### config.mk
export PLATFORM = sky130hd
export DESIGN_NAME = aes_key_schedule
export DESIGN_NICKNAME = d
export VERILOG_FILES = /design/src/rtl/aes_pkg.sv /design/src/rtl/aes_sbox.sv /design/src/rtl/aes_key_schedule.sv
export SDC_FILE = /design/constraint.sdc
export NUM_CORES = 2
export LEC_CHECK = 0
export ABC_AREA = 1
export CAP_MARGIN = 20
export CELL_PAD_IN_SITES_DETAIL_PLACEMENT = 1
export CELL_PAD_IN_SITES_GLOBAL_PLACEMENT = 2
export CORE_AREA = 2 2 603 605
export CTS_CLUSTER_SIZE = 16
export DETAILED_ROUTE_END_ITERATION = 10
export DIE_AREA = 0 0 605 607
export DONT_BUFFER_PORTS = 1
export PLACE_DENSITY_LB_ADDON = 0.1
export SKIP_LAST_GASP = 1
export SLEW_MARGIN = 0
export SYNTH_ARGS = -nofsm -noshare
export SYNTH_HDL_FRONTEND = slang
export SYNTH_SLANG_ARGS = --single-unit
### constraint.sdc
create_clock -name CLK -period 11.8 [get_ports CLK]
set_clock_uncertainty 0.05 [all_clocks]
set_input_delay 1.77 -clock CLK [delete_from_list [all_inputs] [get_ports CLK]]
set_output_delay 1.77 -clock CLK [all_outputs]
set_load 0.01 [all_outputs]
### src/rtl/aes_pkg.sv
// Shared types, constants and helpers for the AES-128 key schedule.
// Optional RK_VALID output is enabled with AES_KS_RKVALID_EN.
package aes_pkg;

  localparam int NR = 10;
  localparam int NK = 4;

  typedef logic [31:0]  word_t;
  typedef logic [127:0] rkey_t;

  typedef enum logic [1:0] {
    IDLE,
    EXPAND,
    DONE
  } ks_state_t;

  localparam logic [7:0] RCON [1:10] = '{
    8'h01, 8'h02, 8'h04, 8'h08, 8'h10,
    8'h20, 8'h40, 8'h80, 8'h1b, 8'h36
  };

  function automatic word_t rot_word(input word_t w);
    return {w[23:0], w[31:24]};
  endfunction

  // Round constant for a round index; zero outside 1..10.
  function automatic logic [7:0] rcon_of(input logic [3:0] r);
    logic [7:0] v;
    v = '0;
    for (int i = 1; i <= NR; i++) begin
      if (r == 4'(i)) v = RCON[i];
    end
    return v;
  endfunction

endpackage

### src/rtl/aes_sbox.sv
// Combinational forward AES S-box, 256-entry lookup table.
// Part of aes_key_schedule (optional feature macro AES_KS_RKVALID_EN).
module aes_sbox (
  input  logic [7:0] i_a,
  output logic [7:0] o_y
);

  localparam logic [7:0] SBOX [256] = '{
    8'h63, 8'h7c, 8'h77, 8'h7b, 8'hf2, 8'h6b, 8'h6f, 8'hc5,
    8'h30, 8'h01, 8'h67, 8'h2b, 8'hfe, 8'hd7, 8'hab, 8'h76,
    8'hca, 8'h82, 8'hc9, 8'h7d, 8'hfa, 8'h59, 8'h47, 8'hf0,
    8'had, 8'hd4, 8'ha2, 8'haf, 8'h9c, 8'ha4, 8'h72, 8'hc0,
    8'hb7, 8'hfd, 8'h93, 8'h26, 8'h36, 8'h3f, 8'hf7, 8'hcc,
    8'h34, 8'ha5, 8'he5, 8'hf1, 8'h71, 8'hd8, 8'h31, 8'h15,
    8'h04, 8'hc7, 8'h23, 8'hc3, 8'h18, 8'h96, 8'h05, 8'h9a,
    8'h07, 8'h12, 8'h80, 8'he2, 8'heb, 8'h27, 8'hb2, 8'h75,
    8'h09, 8'h83, 8'h2c, 8'h1a, 8'h1b, 8'h6e, 8'h5a, 8'ha0,
    8'h52, 8'h3b, 8'hd6, 8'hb3, 8'h29, 8'he3, 8'h2f, 8'h84,
    8'h53, 8'hd1, 8'h00, 8'hed, 8'h20, 8'hfc, 8'hb1, 8'h5b,
    8'h6a, 8'hcb, 8'hbe, 8'h39, 8'h4a, 8'h4c, 8'h58, 8'hcf,
    8'hd0, 8'hef, 8'haa, 8'hfb, 8'h43, 8'h4d, 8'h33, 8'h85,
    8'h45, 8'hf9, 8'h02, 8'h7f, 8'h50, 8'h3c, 8'h9f, 8'ha8,
    8'h51, 8'ha3, 8'h40, 8'h8f, 8'h92, 8'h9d, 8'h38, 8'hf5,
    8'hbc, 8'hb6, 8'hda, 8'h21, 8'h10, 8'hff, 8'hf3, 8'hd2,
    8'hcd, 8'h0c, 8'h13, 8'hec, 8'h5f, 8'h97, 8'h44, 8'h17,
    8'hc4, 8'ha7, 8'h7e, 8'h3d, 8'h64, 8'h5d, 8'h19, 8'h73,
    8'h60, 8'h81, 8'h4f, 8'hdc, 8'h22, 8'h2a, 8'h90, 8'h88,
    8'h46, 8'hee, 8'hb8, 8'h14, 8'hde, 8'h5e, 8'h0b, 8'hdb,
    8'he0, 8'h32, 8'h3a, 8'h0a, 8'h49, 8'h06, 8'h24, 8'h5c,
    8'hc2, 8'hd3, 8'hac, 8'h62, 8'h91, 8'h95, 8'he4, 8'h79,
    8'he7, 8'hc8, 8'h37, 8'h6d, 8'h8d, 8'hd5, 8'h4e, 8'ha9,
    8'h6c, 8'h56, 8'hf4, 8'hea, 8'h65, 8'h7a, 8'hae, 8'h08,
    8'hba, 8'h78, 8'h25, 8'h2e, 8'h1c, 8'ha6, 8'hb4, 8'hc6,
    8'he8, 8'hdd, 8'h74, 8'h1f, 8'h4b, 8'hbd, 8'h8b, 8'h8a,
    8'h70, 8'h3e, 8'hb5, 8'h66, 8'h48, 8'h03, 8'hf6, 8'h0e,
    8'h61, 8'h35, 8'h57, 8'hb9, 8'h86, 8'hc1, 8'h1d, 8'h9e,
    8'he1, 8'hf8, 8'h98, 8'h11, 8'h69, 8'hd9, 8'h8e, 8'h94,
    8'h9b, 8'h1e, 8'h87, 8'he9, 8'hce, 8'h55, 8'h28, 8'hdf,
    8'h8c, 8'ha1, 8'h89, 8'h0d, 8'hbf, 8'he6, 8'h42, 8'h68,
    8'h41, 8'h99, 8'h2d, 8'h0f, 8'hb0, 8'h54, 8'hbb, 8'h16
  };

  assign o_y = SBOX[i_a];

endmodule

### src/rtl/aes_key_schedule.sv
// Iterative AES-128 key expansion: one round key per clock, RK0..RK10.
// Define AES_KS_RKVALID_EN to add the per-key RK_VALID output.
module aes_key_schedule
  import aes_pkg::*;
(
  input  logic          CLK,
  input  logic          RESET,
  input  logic          KE_START,
  input  logic [127:0]  CIPHER_KEY,
  output logic [1407:0] KEY_SCHEDULE,
  output logic          KE_BUSY,
  output logic          KE_DONE
`ifdef AES_KS_RKVALID_EN
  ,
  output logic [10:0]   RK_VALID
`endif
);

  ks_state_t r_state;
  ks_state_t w_state_nxt;
  logic [3:0] r_rnd;
  rkey_t      r_rk [0:NR];
  logic       r_busy;
  logic       r_done;

  logic  w_load;
  logic  w_step;
  logic  w_last;
  rkey_t w_prev;
  rkey_t w_next;
  word_t w_p [NK];
  word_t w_n [NK];
  word_t w_rot;
  word_t w_sub;
  word_t w_t;

  assign w_last = (r_rnd == 4'(NR));

  always_ff @(posedge CLK) begin
    if (RESET) r_state <= IDLE;
    else       r_state <= w_state_nxt;
  end

  // KE_START is only honoured outside EXPAND.
  always_comb begin
    w_state_nxt = r_state;
    w_load      = 1'b0;
    w_step      = 1'b0;
    unique case (r_state)
      IDLE, DONE: begin
        if (KE_START) begin
          w_load      = 1'b1;
          w_state_nxt = EXPAND;
        end
      end
      EXPAND: begin
        w_step = 1'b1;
        if (w_last) w_state_nxt = DONE;
      end
      default: w_state_nxt = IDLE;
    endcase
  end

  always_comb begin
    w_prev = '0;
    for (int k = 1; k <= NR; k++) begin
      if (r_rnd == 4'(k)) w_prev = r_rk[k-1];
    end
  end

  always_comb begin
    for (int i = 0; i < NK; i++) begin
      w_p[i] = w_prev[127-32*i -: 32];
    end
  end

  assign w_rot = rot_word(w_p[NK-1]);

  for (genvar g = 0; g < 4; g++) begin : g_sub
    aes_sbox u_sbox (
      .i_a (w_rot[8*g +: 8]),
      .o_y (w_sub[8*g +: 8])
    );
  end

  assign w_t = w_sub ^ {rcon_of(r_rnd), 24'h0};

  always_comb begin
    w_n[0] = w_p[0] ^ w_t;
    for (int i = 1; i < NK; i++) begin
      w_n[i] = w_p[i] ^ w_n[i-1];
    end
  end

  assign w_next = {w_n[0], w_n[1], w_n[2], w_n[3]};

  always_ff @(posedge CLK) begin
    if (RESET) begin
      for (int k = 0; k <= NR; k++) r_rk[k] <= '0;
      r_rnd  <= '0;
      r_busy <= 1'b0;
      r_done <= 1'b0;
    end else begin
      r_done <= w_step && w_last;
      if (w_load) begin
        r_rk[0] <= CIPHER_KEY;
        r_rnd   <= 4'd1;
        r_busy  <= 1'b1;
      end else if (w_step) begin
        for (int k = 1; k <= NR; k++) begin
          if (r_rnd == 4'(k)) r_rk[k] <= w_next;
        end
        r_rnd <= w_last ? 4'd0 : r_rnd + 4'd1;
        if (w_last) r_busy <= 1'b0;
      end
    end
  end

`ifdef AES_KS_RKVALID_EN
  logic [10:0] r_vld;

  always_ff @(posedge CLK) begin
    if (RESET) begin
      r_vld <= '0;
    end else if (w_load) begin
      r_vld <= 11'h001;
    end else if (w_step) begin
      r_vld <= r_vld | (11'h001 << r_rnd);
    end
  end

  assign RK_VALID = r_vld;
`endif

  for (genvar k = 0; k <= NR; k++) begin : g_out
    assign KEY_SCHEDULE[128*k +: 128] = r_rk[k];
  end

  assign KE_BUSY = r_busy;
  assign KE_DONE = r_done;

endmodule

==> summary.md <==
| Metric | Value |
|---|---|
| Status | completed |
| Multi-input logic area | 27,300 sq um |
| Grt met2 use | 0.535 |
| Final count of negative-setup-slack endpoints | 0 |
| GR Util met1 | 0.414 |
| Reg area | 42,400 sq um |
| Unrepaired setup endpoints after global routing | no |
| Yosys warns | 0 |
| Max FO, Critical Path | 44 |
| Min cycle time layout | 8.10 ns |
| Final HPWL DP | 480,000 microns |
| Final hold vios | 0 |
| CTS sink count | 1,416 |
| Unique masters post-synth | 52 |
| Vias in the first global route | 67,473 |
| Top-level port count | 1,541 |
| First DRT Iteration DRCs | 9,395 |
| Chip Height | 607 microns |
| Most used cell, CP | nand2_1 |
| Postcts setup bufs | 0 |
| Post-synthesis compound-gate area fraction | 0.0500 |
| Crit Path Category | reg -> reg |
| Average vias per placed instance | 5.29 |
| CP peak stage delay | 0.61 ns |
| DR WL/cell | 47.8 microns |
| Slew Viols, Final | 0 |
| R2R setup slack | 3.70 ns |
| Max Root-Sink Buffers | 4 |
| Nets | 8,489 |
| Flops & latches, synth | 1,416 |
| Clk slew on worst S/H paths | 0.06 ns |
| Mux contribution to synthesized area | 0.000135 |
| Filler cell count in the final layout | 41,815 |
| Layout cell share with drive strength beyond 1 | 0.0875 |
| GRT Total Usage | 0.332 |
| ANT nets after route | 0 |
| Synth async-reset ratio | 0 |
| Final WL | 634,000 microns |
| Initial antenna violation count | 55 |
| Syn nets | 8,595 |
| Slowest CP cell | buf_4 |
| Routability Congestion | 0.956 |
| Final period utilization | 0.687 |
| CTS resizes | 0 |
| P&R area growth vs syn | 15.4% |
| Worst IR Drop VDD | 133 uV |
| Crit. Startpoint | r_rnd[2] |
| Commonest non-fill, non-tap cells in the layout | nand2_1, nor2_1, edfxtp_1, nand3_1, inv_1 |
| Row count | 221 |
| Largest family of logic cells by synthesized area | simple AND/OR/NAND/NOR gates |
| Area of the die | 367,000 sq um |
| Syn_area_per_cell | 8.80 sq um |
| Post-synth EDFFs | 1,408 |
| Port Buffers | 0 |
| Fmax | 0.123 GHz |
| DRC errors left | 0 |
| Worst Setup Start Kind | register |
| Initial Util | 0.205 |
| Leakage Power | 33.5 nW |
| GR Layer Usage met3 | 0.0885 |
| Mapped Area | 74,000 sq um |
| Sequential share of the synthesized area | 0.573 |
| CTS buffer count | 188 |
| Core area | 361,000 sq um |
| Min-Delay Startpoint | r_state[1] |
| Worst skew pair latency | 0.96 ns |
| P per Cell Area | 196 nW/um^2 |
| Synth Instances | 8,409 |
| CTS tree | built |
| CTS Hold Bufs | 0 |
| Synth Area in Simple Gates | 0.305 |
| Setup TNS | 0 ns |
| First-pass GRT wire length | 794,000 microns |
| Crit path arrival time | 8.65 ns |
| Critical Path RT | 12.35 ns |
| Core Util, Final | 0.237 |
| RR Startpoint | r_rnd[2] |
| Crit. End Element | register |
| Most Crowded Layer GR | met2 |
| Worst slew pin tran | 1.24 ns |
| Grt ovf | 0 |
| Adder-cell share of the synthesized area | 0.00930 |
| Top_reg_cell synth | edfxtp_1 |
| Hold crit path type | reg -> reg |
| H-Tree Depth | 4 |
| Die X-Extent | 605 microns |
| Maxcap violations | 0 |
| Clk root buf | clkbuf_16 |
| Drt pass-1 iters | 5 |
| Commonest non-fill, non-tap cell in the layout | nand2_1 |
| Post-synthesis xor/xnor area fraction | 0 |
| Relative slew slack | 0.170 |
| Pin count of the biggest net entering global routing | 95 |
| Total number of vias | 70,140 |
cell type report:
cell class / instances / share of cell area
clock buffers: 238 / 0.0579
inverters: 592 / 0.0268
well taps: 4794 / 0.0702
clock inverters: 96 / 0.00963
multi-input cells: 5905 / 0.319
diodes: 19 / 0.000557
flip-flops and latches: 1416 / 0.497
repair buffers: 200 / 0.0188
sequential cells by signal (all words and copies together), names as in the netlist:
name,cells
KE_DONE,1
r_state,2
r_rk,1408
KE_BUSY,1
r_rnd,4
worst max-delay path: cells and delay by family, from the launching register on:
family        cells  cell delay [ns]
flops             1             0.48
simple gates     22             4.96
buf+inv           5             2.23
layer usage:
layer,vias to the layer above,part of all wire
li1,28291,-
met1,37349,0.40
met2,3816,0.46
met3,678,0.090
met4,6,0.054
met5,-,0.000063
through the flow:
stage	setup slack [ns]	instances	power, mW	area, sq um	hold WS [ns]
2_1_floorplan	0.0908	8409	8.19	74000	0.411
3_3_place_gp	3.75	12902	11.1	79500	0.421
3_5_place_dp	3.80	12907	11.1	79600	0.435
4_1_cts	3.76	13241	16.8	85400	0.445
5_1_grt	3.51	13244	17.1	85400	0.475
6_report	3.70	13260	16.8	85400	0.452
synth_stat cells (59+ instances only):
cell type     n  area (sq um)
a21oi_1     246          1230
a221oi_1     61           534
buf_2       181           906
clkbuf_1    215           807
edfxtp_1   1408         42300
inv_1       524          1970
inv_2        59           221
nand2_1    1949          7320
nand2_2     101           632
nand3_1    1330          6660
nand4_1     123           769
nor2_1     1593          5980
o21ai_0      95           475
worst paths after layout:
kind	to	cells after the start
setup / recovery	r_rk[9][46]	27
hold / removal	r_state[1]	2
setup reg to reg	r_rk[9][46]	27
hold reg to reg	r_state[1]	2
logic make-up after synthesis:
kind of cell | count (synthesis)
AOI/OAI and AO/OA | 590
adders and majority gates | 55
buffers and inverters | 1088
DFF | 1416
muxes | 1
and+or+nand+nor | 5259
report_power, final:
group	internal (mW)	total, mW	switching (mW)
sequential	5.88	6.49	0.609
clock	3.12	5.73	2.61
combinational	0.701	4.55	3.85
total	9.71	16.8	7.07
Note: power is estimated with default switching activity, not from simulation.
